## src/rtl/mips_mc_datapath_if.sv

```systemverilog
// Control, status and memory-bus bundle between the multicycle MIPS controller
// (master) and the datapath (slave).
interface mips_mc_datapath_if;
  logic        memtoreg;
  logic        alusrca;
  logic [1:0]  alusrcb;
  logic [1:0]  pcsrc;
  logic        regdst;
  logic        regwrite;
  logic [2:0]  alucontrol;
  logic        iord;
  logic        irwrite;
  logic        pcen;
  logic [31:0] readdata;
  logic [31:0] adr;
  logic [31:0] writedata;
  logic [5:0]  op;
  logic [5:0]  funct;
  logic        zero;

  modport master (
    output memtoreg, alusrca, alusrcb, pcsrc, regdst, regwrite,
           alucontrol, iord, irwrite, pcen, readdata,
    input  adr, writedata, op, funct, zero
  );

  modport slave (
    input  memtoreg, alusrca, alusrcb, pcsrc, regdst, regwrite,
           alucontrol, iord, irwrite, pcen, readdata,
    output adr, writedata, op, funct, zero
  );
endinterface

```

## src/rtl/mips_mc_datapath.sv

```systemverilog
// Multicycle MIPS datapath: PC/IR/MDR/A/B/ALUOut, 32x32 register file and ALU.
// Optional macro DATAPATH_DBG_EN adds an asynchronous register-file debug read port.
module mips_mc_datapath #(
  parameter int                WIDTH    = 32,
  parameter logic [WIDTH-1:0]  RESET_PC = 32'h0000_0000
) (
  input  logic                 clk,
  input  logic                 reset,
  mips_mc_datapath_if.slave    bus
`ifdef DATAPATH_DBG_EN
  ,
  input  logic [4:0]           dbg_addr,
  output logic [WIDTH-1:0]     dbg_data
`endif
);

  typedef enum logic [2:0] {
    ALU_AND = 3'b000,
    ALU_OR  = 3'b001,
    ALU_ADD = 3'b010,
    ALU_SUB = 3'b110,
    ALU_SLT = 3'b111
  } alu_op_e;

  typedef enum logic [1:0] {
    SRCB_REG    = 2'b00,
    SRCB_FOUR   = 2'b01,
    SRCB_IMM    = 2'b10,
    SRCB_IMM_SH = 2'b11
  } srcb_sel_e;

  typedef enum logic [1:0] {
    PC_ALU    = 2'b00,
    PC_ALUOUT = 2'b01,
    PC_JUMP   = 2'b10,
    PC_HOLD   = 2'b11
  } pc_sel_e;

  logic [WIDTH-1:0] r_pc;
  logic [WIDTH-1:0] r_ir;
  logic [WIDTH-1:0] r_mdr;
  logic [WIDTH-1:0] r_a;
  logic [WIDTH-1:0] r_b;
  logic [WIDTH-1:0] r_aluout;
  logic [WIDTH-1:0] r_rf [32];

  logic [4:0]       w_rs;
  logic [4:0]       w_rt;
  logic [4:0]       w_waddr;
  logic [WIDTH-1:0] w_wdata;
  logic [WIDTH-1:0] w_rd1;
  logic [WIDTH-1:0] w_rd2;
  logic [WIDTH-1:0] w_signimm;
  logic [WIDTH-1:0] w_srca;
  logic [WIDTH-1:0] w_srcb;
  logic [WIDTH-1:0] w_alu_result;
  logic [WIDTH-1:0] w_pcnext;

  // Instruction field decode and register-file port selection.
  assign w_rs      = r_ir[25:21];
  assign w_rt      = r_ir[20:16];
  assign w_waddr   = bus.regdst   ? r_ir[15:11] : w_rt;
  assign w_wdata   = bus.memtoreg ? r_mdr       : r_aluout;
  assign w_signimm = {{(WIDTH-16){r_ir[15]}}, r_ir[15:0]};

  // r0 is hardwired to zero on every read port, independent of what it holds.
  assign w_rd1 = (w_rs == 5'd0) ? '0 : r_rf[w_rs];
  assign w_rd2 = (w_rt == 5'd0) ? '0 : r_rf[w_rt];

  assign w_srca = bus.alusrca ? r_a : r_pc;

  // NOTE: every combinational output gets a default before the case so no
  // path leaves it unassigned, which would otherwise infer a latch.
  always_comb begin
    w_srcb = r_b;
    case (srcb_sel_e'(bus.alusrcb))
      SRCB_REG:    w_srcb = r_b;
      SRCB_FOUR:   w_srcb = WIDTH'(4);
      SRCB_IMM:    w_srcb = w_signimm;
      SRCB_IMM_SH: w_srcb = {w_signimm[WIDTH-3:0], 2'b00};
      default:     w_srcb = r_b;
    endcase
  end

  // Encodings 011/100/101 are unused and produce zero.
  always_comb begin
    w_alu_result = '0;
    case (bus.alucontrol)
      ALU_ADD: w_alu_result = w_srca + w_srcb;
      ALU_SUB: w_alu_result = w_srca - w_srcb;
      ALU_AND: w_alu_result = w_srca & w_srcb;
      ALU_OR:  w_alu_result = w_srca | w_srcb;
      ALU_SLT: w_alu_result = ($signed(w_srca) < $signed(w_srcb)) ? WIDTH'(1) : '0;
      default: w_alu_result = '0;
    endcase
  end

  always_comb begin
    w_pcnext = r_pc;
    case (pc_sel_e'(bus.pcsrc))
      PC_ALU:    w_pcnext = w_alu_result;
      PC_ALUOUT: w_pcnext = r_aluout;
      PC_JUMP:   w_pcnext = {r_pc[31:28], r_ir[25:0], 2'b00};
      PC_HOLD:   w_pcnext = r_pc;
      default:   w_pcnext = r_pc;
    endcase
  end

  // NOTE: state registers use non-blocking assignments so every register
  // samples pre-edge values, independent of statement order.
  always_ff @(posedge clk) begin
    if (!reset) begin
      r_pc     <= RESET_PC;
      r_ir     <= '0;
      r_mdr    <= '0;
      r_a      <= '0;
      r_b      <= '0;
      r_aluout <= '0;
    end else begin
      r_mdr    <= bus.readdata;
      r_a      <= w_rd1;
      r_b      <= w_rd2;
      r_aluout <= w_alu_result;
      if (bus.irwrite) r_ir <= bus.readdata;
      if (bus.pcen)    r_pc <= w_pcnext;
    end
  end

  // NOTE: the register file must clear on reset, so it is built from flops
  // rather than a RAM macro; the reset loop is intentional.
  always_ff @(posedge clk) begin
    if (!reset) begin
      for (int i = 0; i < 32; i++) r_rf[i] <= '0;
    end else if (bus.regwrite && (w_waddr != 5'd0)) begin
      r_rf[w_waddr] <= w_wdata;
    end
  end

  assign bus.adr       = bus.iord ? r_aluout : r_pc;
  assign bus.writedata = r_b;
  assign bus.op        = r_ir[31:26];
  assign bus.funct     = r_ir[5:0];
  assign bus.zero      = (w_alu_result == '0);

`ifdef DATAPATH_DBG_EN
  assign dbg_data = (dbg_addr == 5'd0) ? '0 : r_rf[dbg_addr];
`endif

endmodule

```

## src/flat_wrapper.sv

```systemverilog
// flat-port wrapper written by rule: the top's interface ports become plain ports
module mips_mc_datapath_flat 
#(
  parameter int                WIDTH    = 32,
  parameter logic [WIDTH-1:0]  RESET_PC = 32'h0000_0000
)
  (clk, reset, bus_memtoreg, bus_alusrca, bus_alusrcb, bus_pcsrc, bus_regdst, bus_regwrite, bus_alucontrol, bus_iord, bus_irwrite, bus_pcen, bus_readdata, bus_adr, bus_writedata, bus_op, bus_funct, bus_zero);
  mips_mc_datapath_if bus_i ();
  input  logic clk;
  input  logic reset;
  input wire logic [$bits(bus_i.memtoreg)-1:0] bus_memtoreg;
  input wire logic [$bits(bus_i.alusrca)-1:0] bus_alusrca;
  input wire logic [$bits(bus_i.alusrcb)-1:0] bus_alusrcb;
  input wire logic [$bits(bus_i.pcsrc)-1:0] bus_pcsrc;
  input wire logic [$bits(bus_i.regdst)-1:0] bus_regdst;
  input wire logic [$bits(bus_i.regwrite)-1:0] bus_regwrite;
  input wire logic [$bits(bus_i.alucontrol)-1:0] bus_alucontrol;
  input wire logic [$bits(bus_i.iord)-1:0] bus_iord;
  input wire logic [$bits(bus_i.irwrite)-1:0] bus_irwrite;
  input wire logic [$bits(bus_i.pcen)-1:0] bus_pcen;
  input wire logic [$bits(bus_i.readdata)-1:0] bus_readdata;
  output wire logic [$bits(bus_i.adr)-1:0] bus_adr;
  output wire logic [$bits(bus_i.writedata)-1:0] bus_writedata;
  output wire logic [$bits(bus_i.op)-1:0] bus_op;
  output wire logic [$bits(bus_i.funct)-1:0] bus_funct;
  output wire logic [$bits(bus_i.zero)-1:0] bus_zero;
  assign bus_i.memtoreg = bus_memtoreg;
  assign bus_i.alusrca = bus_alusrca;
  assign bus_i.alusrcb = bus_alusrcb;
  assign bus_i.pcsrc = bus_pcsrc;
  assign bus_i.regdst = bus_regdst;
  assign bus_i.regwrite = bus_regwrite;
  assign bus_i.alucontrol = bus_alucontrol;
  assign bus_i.iord = bus_iord;
  assign bus_i.irwrite = bus_irwrite;
  assign bus_i.pcen = bus_pcen;
  assign bus_i.readdata = bus_readdata;
  assign bus_adr = bus_i.adr;
  assign bus_writedata = bus_i.writedata;
  assign bus_op = bus_i.op;
  assign bus_funct = bus_i.funct;
  assign bus_zero = bus_i.zero;
  mips_mc_datapath #(.WIDTH(WIDTH), .RESET_PC(RESET_PC)) u_core (.clk(clk), .reset(reset), .bus(bus_i));
endmodule
```

## config.mk

```make
export PLATFORM = sky130hd
export DESIGN_NAME = mips_mc_datapath_flat
export DESIGN_NICKNAME = d
export VERILOG_FILES = /design/src/rtl/mips_mc_datapath_if.sv /design/src/rtl/mips_mc_datapath.sv /design/src/flat_wrapper.sv
export SDC_FILE = /design/constraint.sdc
export NUM_CORES = 2
export LEC_CHECK = 0
export CAP_MARGIN = 20
export CORE_UTILIZATION = 25
export DETAILED_ROUTE_END_ITERATION = 10
export GPL_TIMING_DRIVEN = 0
export HOLD_SLACK_MARGIN = 0.08
export PLACE_DENSITY = 0.47
export SYNTH_ARGS = -nofsm -noshare
export SYNTH_HDL_FRONTEND = slang
export SYNTH_SLANG_ARGS = --single-unit
```

## constraint.sdc

```tcl
create_clock -name clk -period 8.95 [get_ports clk]
set_clock_uncertainty 0.2 [all_clocks]
set_input_delay 0.895 -clock clk [delete_from_list [all_inputs] [get_ports clk]]
set_output_delay 0.895 -clock clk [all_outputs]
set_load 0.1 [all_outputs]
```

==> flow_summary.ini <==
[finish]
finish.utilization_pct = 30.1
post_route_cells_drive_above_1_share_pct = 21.8
syn_to_final_growth_pct = 19.4
final_common_cell = sky130_fd_sc_hd__nor2_1
final-instance-count-excl-fill = 8927
final_cell_area_mm2 = 0.0773
most_frequent_cells_in_the_layout = 1185 x sky130_fd_sc_hd__nor2_1, 1024 x sky130_fd_sc_hd__edfxtp_1, 506 x sky130_fd_sc_hd__mux4_2
finalNetCount = 5579

[global_route]
largest_net_degree_at_the_start_of_global_routing = 33
gr-usage-all-layers_pct = 25.5
antenna_violations_before_repair = 30
grt_pass1_wl_mm = 446
grt_remaining_overflow = 0
grt_pass1_vias = 48450

[timing]
report.final.slew_viol_count = 1
totalNegativeSetupSlack_ns = 0
period_share_pct = 98.9
grt_setup_unrepaired = no
post-route-min-period_ns = 8.86
max_slew.worst_pin.slew_ns = 1.51
final_hold_viol_count = 0
setup-violations-final = 0
maxSlewHeadroom_pct = -0.522
achievable-frequency_mhz = 113

[die]
rows = 186
die_h_um = 511
floorplan.die_area_mm2 = 0.261
initial_core_utilization_pct = 25.2
die_width_um = 511
core_area_mm2 = 0.257
ioPinCount = 125

[synth]
yosysSeqAreaShare_pct = 53.5
synth_cell_types = 95
syn_inst = 4995
dominantRegCellSynth = sky130_fd_sc_hd__edfxtp_1
postSynthAreaPerCell_um2 = 13.0
postSynth.asyncResetShare_pct = 0
synth.ff_latch_count = 1216
post_syn_area_mm2 = 0.0647
post_synth_edffs = 1024
yosys_warnings = 0

[route]
vias_per_cell = 5.70
vias = 50841
detail_route.wl_per_cell_um = 38.3
drt_pre_antenna_iters = 6
detail_route.drc_violations = 0
detailedRoute.firstIterationViolations = 8128
routed_wl_mm = 342
antenna_left = 0

[placed_design]
gp_routability_congestion = 0.990
postPlaceCellArea_mm2 = 0.0726
post-dp-hpwl_mm = 257
port_buffers = 118
numPlacedInstances = 8648

[worst_setup_path]
setup.worst_path.start_class = input pin
required_arrival_time_at_the_worst_endpoint_ns = 7.86
criticalPathCategory = in2out
cp_data_arrival_time_ns = 7.76
r2r_setup_slack_ns = 2.62
crit_path_max_fanout = 10
setup.worst_path.end_class = primary output

[clock_tree]
clock_tree.htree_level_count = 4
cts_sinks = 1216
clkSlewWorstSetupHoldPaths_ns = 0.06
cts_hold_buf = 0
cts_tree = done
worstSkewPairLatency_ns = 0.83
ctsLongestPathBuffers = 3
clock-root-buffer = sky130_fd_sc_hd__clkbuf_16
numCtsBuffers = 145

[job]
max_cap_violations = 0

[power_and_ir_drop]
power.density_mw_per_mm2 = 203
leakagePower_nw = 25.7
vdd_drop_max_mv = 0.204
design_power_total_mw = 15.7

[run_status]
status = finished with violations
violations_in_the_final_reports = slew limit

[worst_hold_path]
worst_hold_path_type = reg2reg
## report_power, final
group	leakage [nW]	internal (mW)	switching [mW]
Clock	2.26	3.34	2.63
Sequential	12.1	6.37	0.178
Combinational	11.3	0.980	2.21
## routing by layer
metal | vias to the layer above | GRT usage, % | share of wire, %
met1 | 26523 | 32.5 | 38
met4 | 30 | 16.6 | 7.5
met2 | 3783 | 38.0 | 43
li1 | 19683 | - | -
met5 | - | 0 | 0.062
met3 | 822 | 6.83 | 11
## logic make-up (layout without fill, tap and decap cells)
kind of cell             after synthesis  in the layout  synth area share [%]
adder cells (fa/ha/maj)              115            115                  2.25
AND/OR/NAND/NOR                     1565           1565                  9.97
AO/OA/AOI/OAI                        602            602                  6.63
other                                  1             46               0.00580
XOR/XNOR                              17             17                 0.230
multiplexers                         877            877                  23.6
flip-flops                          1216           1216                  53.5
buffers and inverters                602           1105                  3.84
## worst max-delay path, stage by stage
cell and delay [ns]:
sky130_fd_sc_hd__clkdlybuf4s50_1 0.57, sky130_fd_sc_hd__clkbuf_1 0.52, sky130_fd_sc_hd__buf_1 0.51, sky130_fd_sc_hd__a22o_1 0.42
sky130_fd_sc_hd__ha_1 0.29, sky130_fd_sc_hd__buf_2 0.19, sky130_fd_sc_hd__inv_1 0.18, sky130_fd_sc_hd__a21oi_1 0.12
sky130_fd_sc_hd__o31ai_1 0.77, sky130_fd_sc_hd__a221oi_1 0.38, sky130_fd_sc_hd__a2111o_1 0.53, sky130_fd_sc_hd__and2_1 0.17
sky130_fd_sc_hd__o2111ai_1 0.29, sky130_fd_sc_hd__nand3_1 0.22, sky130_fd_sc_hd__a311oi_1 0.41, sky130_fd_sc_hd__nand4_1 0.20
sky130_fd_sc_hd__nor4_2 0.46, sky130_fd_sc_hd__clkdlybuf4s15_2 0.62
## through the flow
stage               hold WS (ns)  setup WS [ns]
floorplan                  0.262           1.72
global placement           0.276         -0.500
detailed placement         0.290         -0.511
CTS                        0.307         0.0534
global route               0.330         0.0596
finish                     0.301         0.0948
## sequential cells by signal, indices dropped and copies added (netlist names)
register / count
u_core.r_rf: 1024
u_core.bus.writedata: 32
u_core.r_a: 32
u_core.r_aluout: 32
u_core.r_ir: 32
u_core.r_mdr: 32
u_core.r_pc: 32
## synthesized netlist by cell type, drive strengths merged, types with 5 or more instances
library cell | n | share of area, %
o21ai | 70 | 0.55
nand2 | 150 | 0.87
a221oi | 68 | 0.92
mux4 | 506 | 18
inv | 102 | 0.59
o2111ai | 6 | 0.081
a211o | 11 | 0.15
edfxtp | 1024 | 48
nor4 | 9 | 0.11
mux2i | 231 | 3.6
a211oi | 34 | 0.40
nand2b | 20 | 0.19
o31ai | 15 | 0.20
o22ai | 63 | 0.61
ha | 113 | 2.2
o211a | 7 | 0.12
xnor2 | 15 | 0.20
dfxtp | 192 | 5.9
a21o | 24 | 0.28
or3 | 7 | 0.075
a21oi | 140 | 1.1
a22o | 27 | 0.37
nand3 | 25 | 0.20
and3 | 5 | 0.048
nor3 | 56 | 0.48
o221ai | 28 | 0.38
and2 | 52 | 0.50
a31oi | 12 | 0.12
o311ai | 7 | 0.11
nor2 | 1186 | 6.9
o211ai | 26 | 0.30
o21bai | 10 | 0.12
or2 | 6 | 0.058
o31a | 6 | 0.083
mux2 | 140 | 2.4
nor2b | 20 | 0.19
nand4 | 10 | 0.097
buf | 130 | 0.96
o21a | 7 | 0.081
clkbuf | 367 | 2.3
## path summary, 6_finish.rpt
kind | cells past startpoint | end | from
worst min register to register | 2 | u_core.r_ir[28]$_SDFFE_PN0P_ | u_core.r_ir[28]$_SDFFE_PN0P_
worst min-delay path | 2 | u_core.r_ir[28]$_SDFFE_PN0P_ | u_core.r_ir[28]$_SDFFE_PN0P_
worst max register to register | 10 | u_core.r_rf[7][10]$_SDFFCE_PN0P_ | u_core.r_ir[16]$_SDFFE_PN0P_
worst max-delay path | 18 | bus_zero | bus_alusrcb[1]
## layout make-up
cell class                 count  area, um2
antenna                       14       35.0
fill                       26013     180000
inverter                     105        394
multi-input combinational   3208      28000
clock inverter                75        748
buffer                       497       2180
tap                         3384       4230
clock buffer                 185       3890
sequential                  1216      34600
timing repair buffer         243       3260
## timing repair
| item | CTS | global route |
|---|---|---|
| gates resized for setup | 4 | 1 |
| setup endpoints to repair | 1 | 1 |
| buffers inserted | 0 | 0 |
| pin swaps | 0 | 0 |
Note: power is estimated with default switching activity, not from simulation.
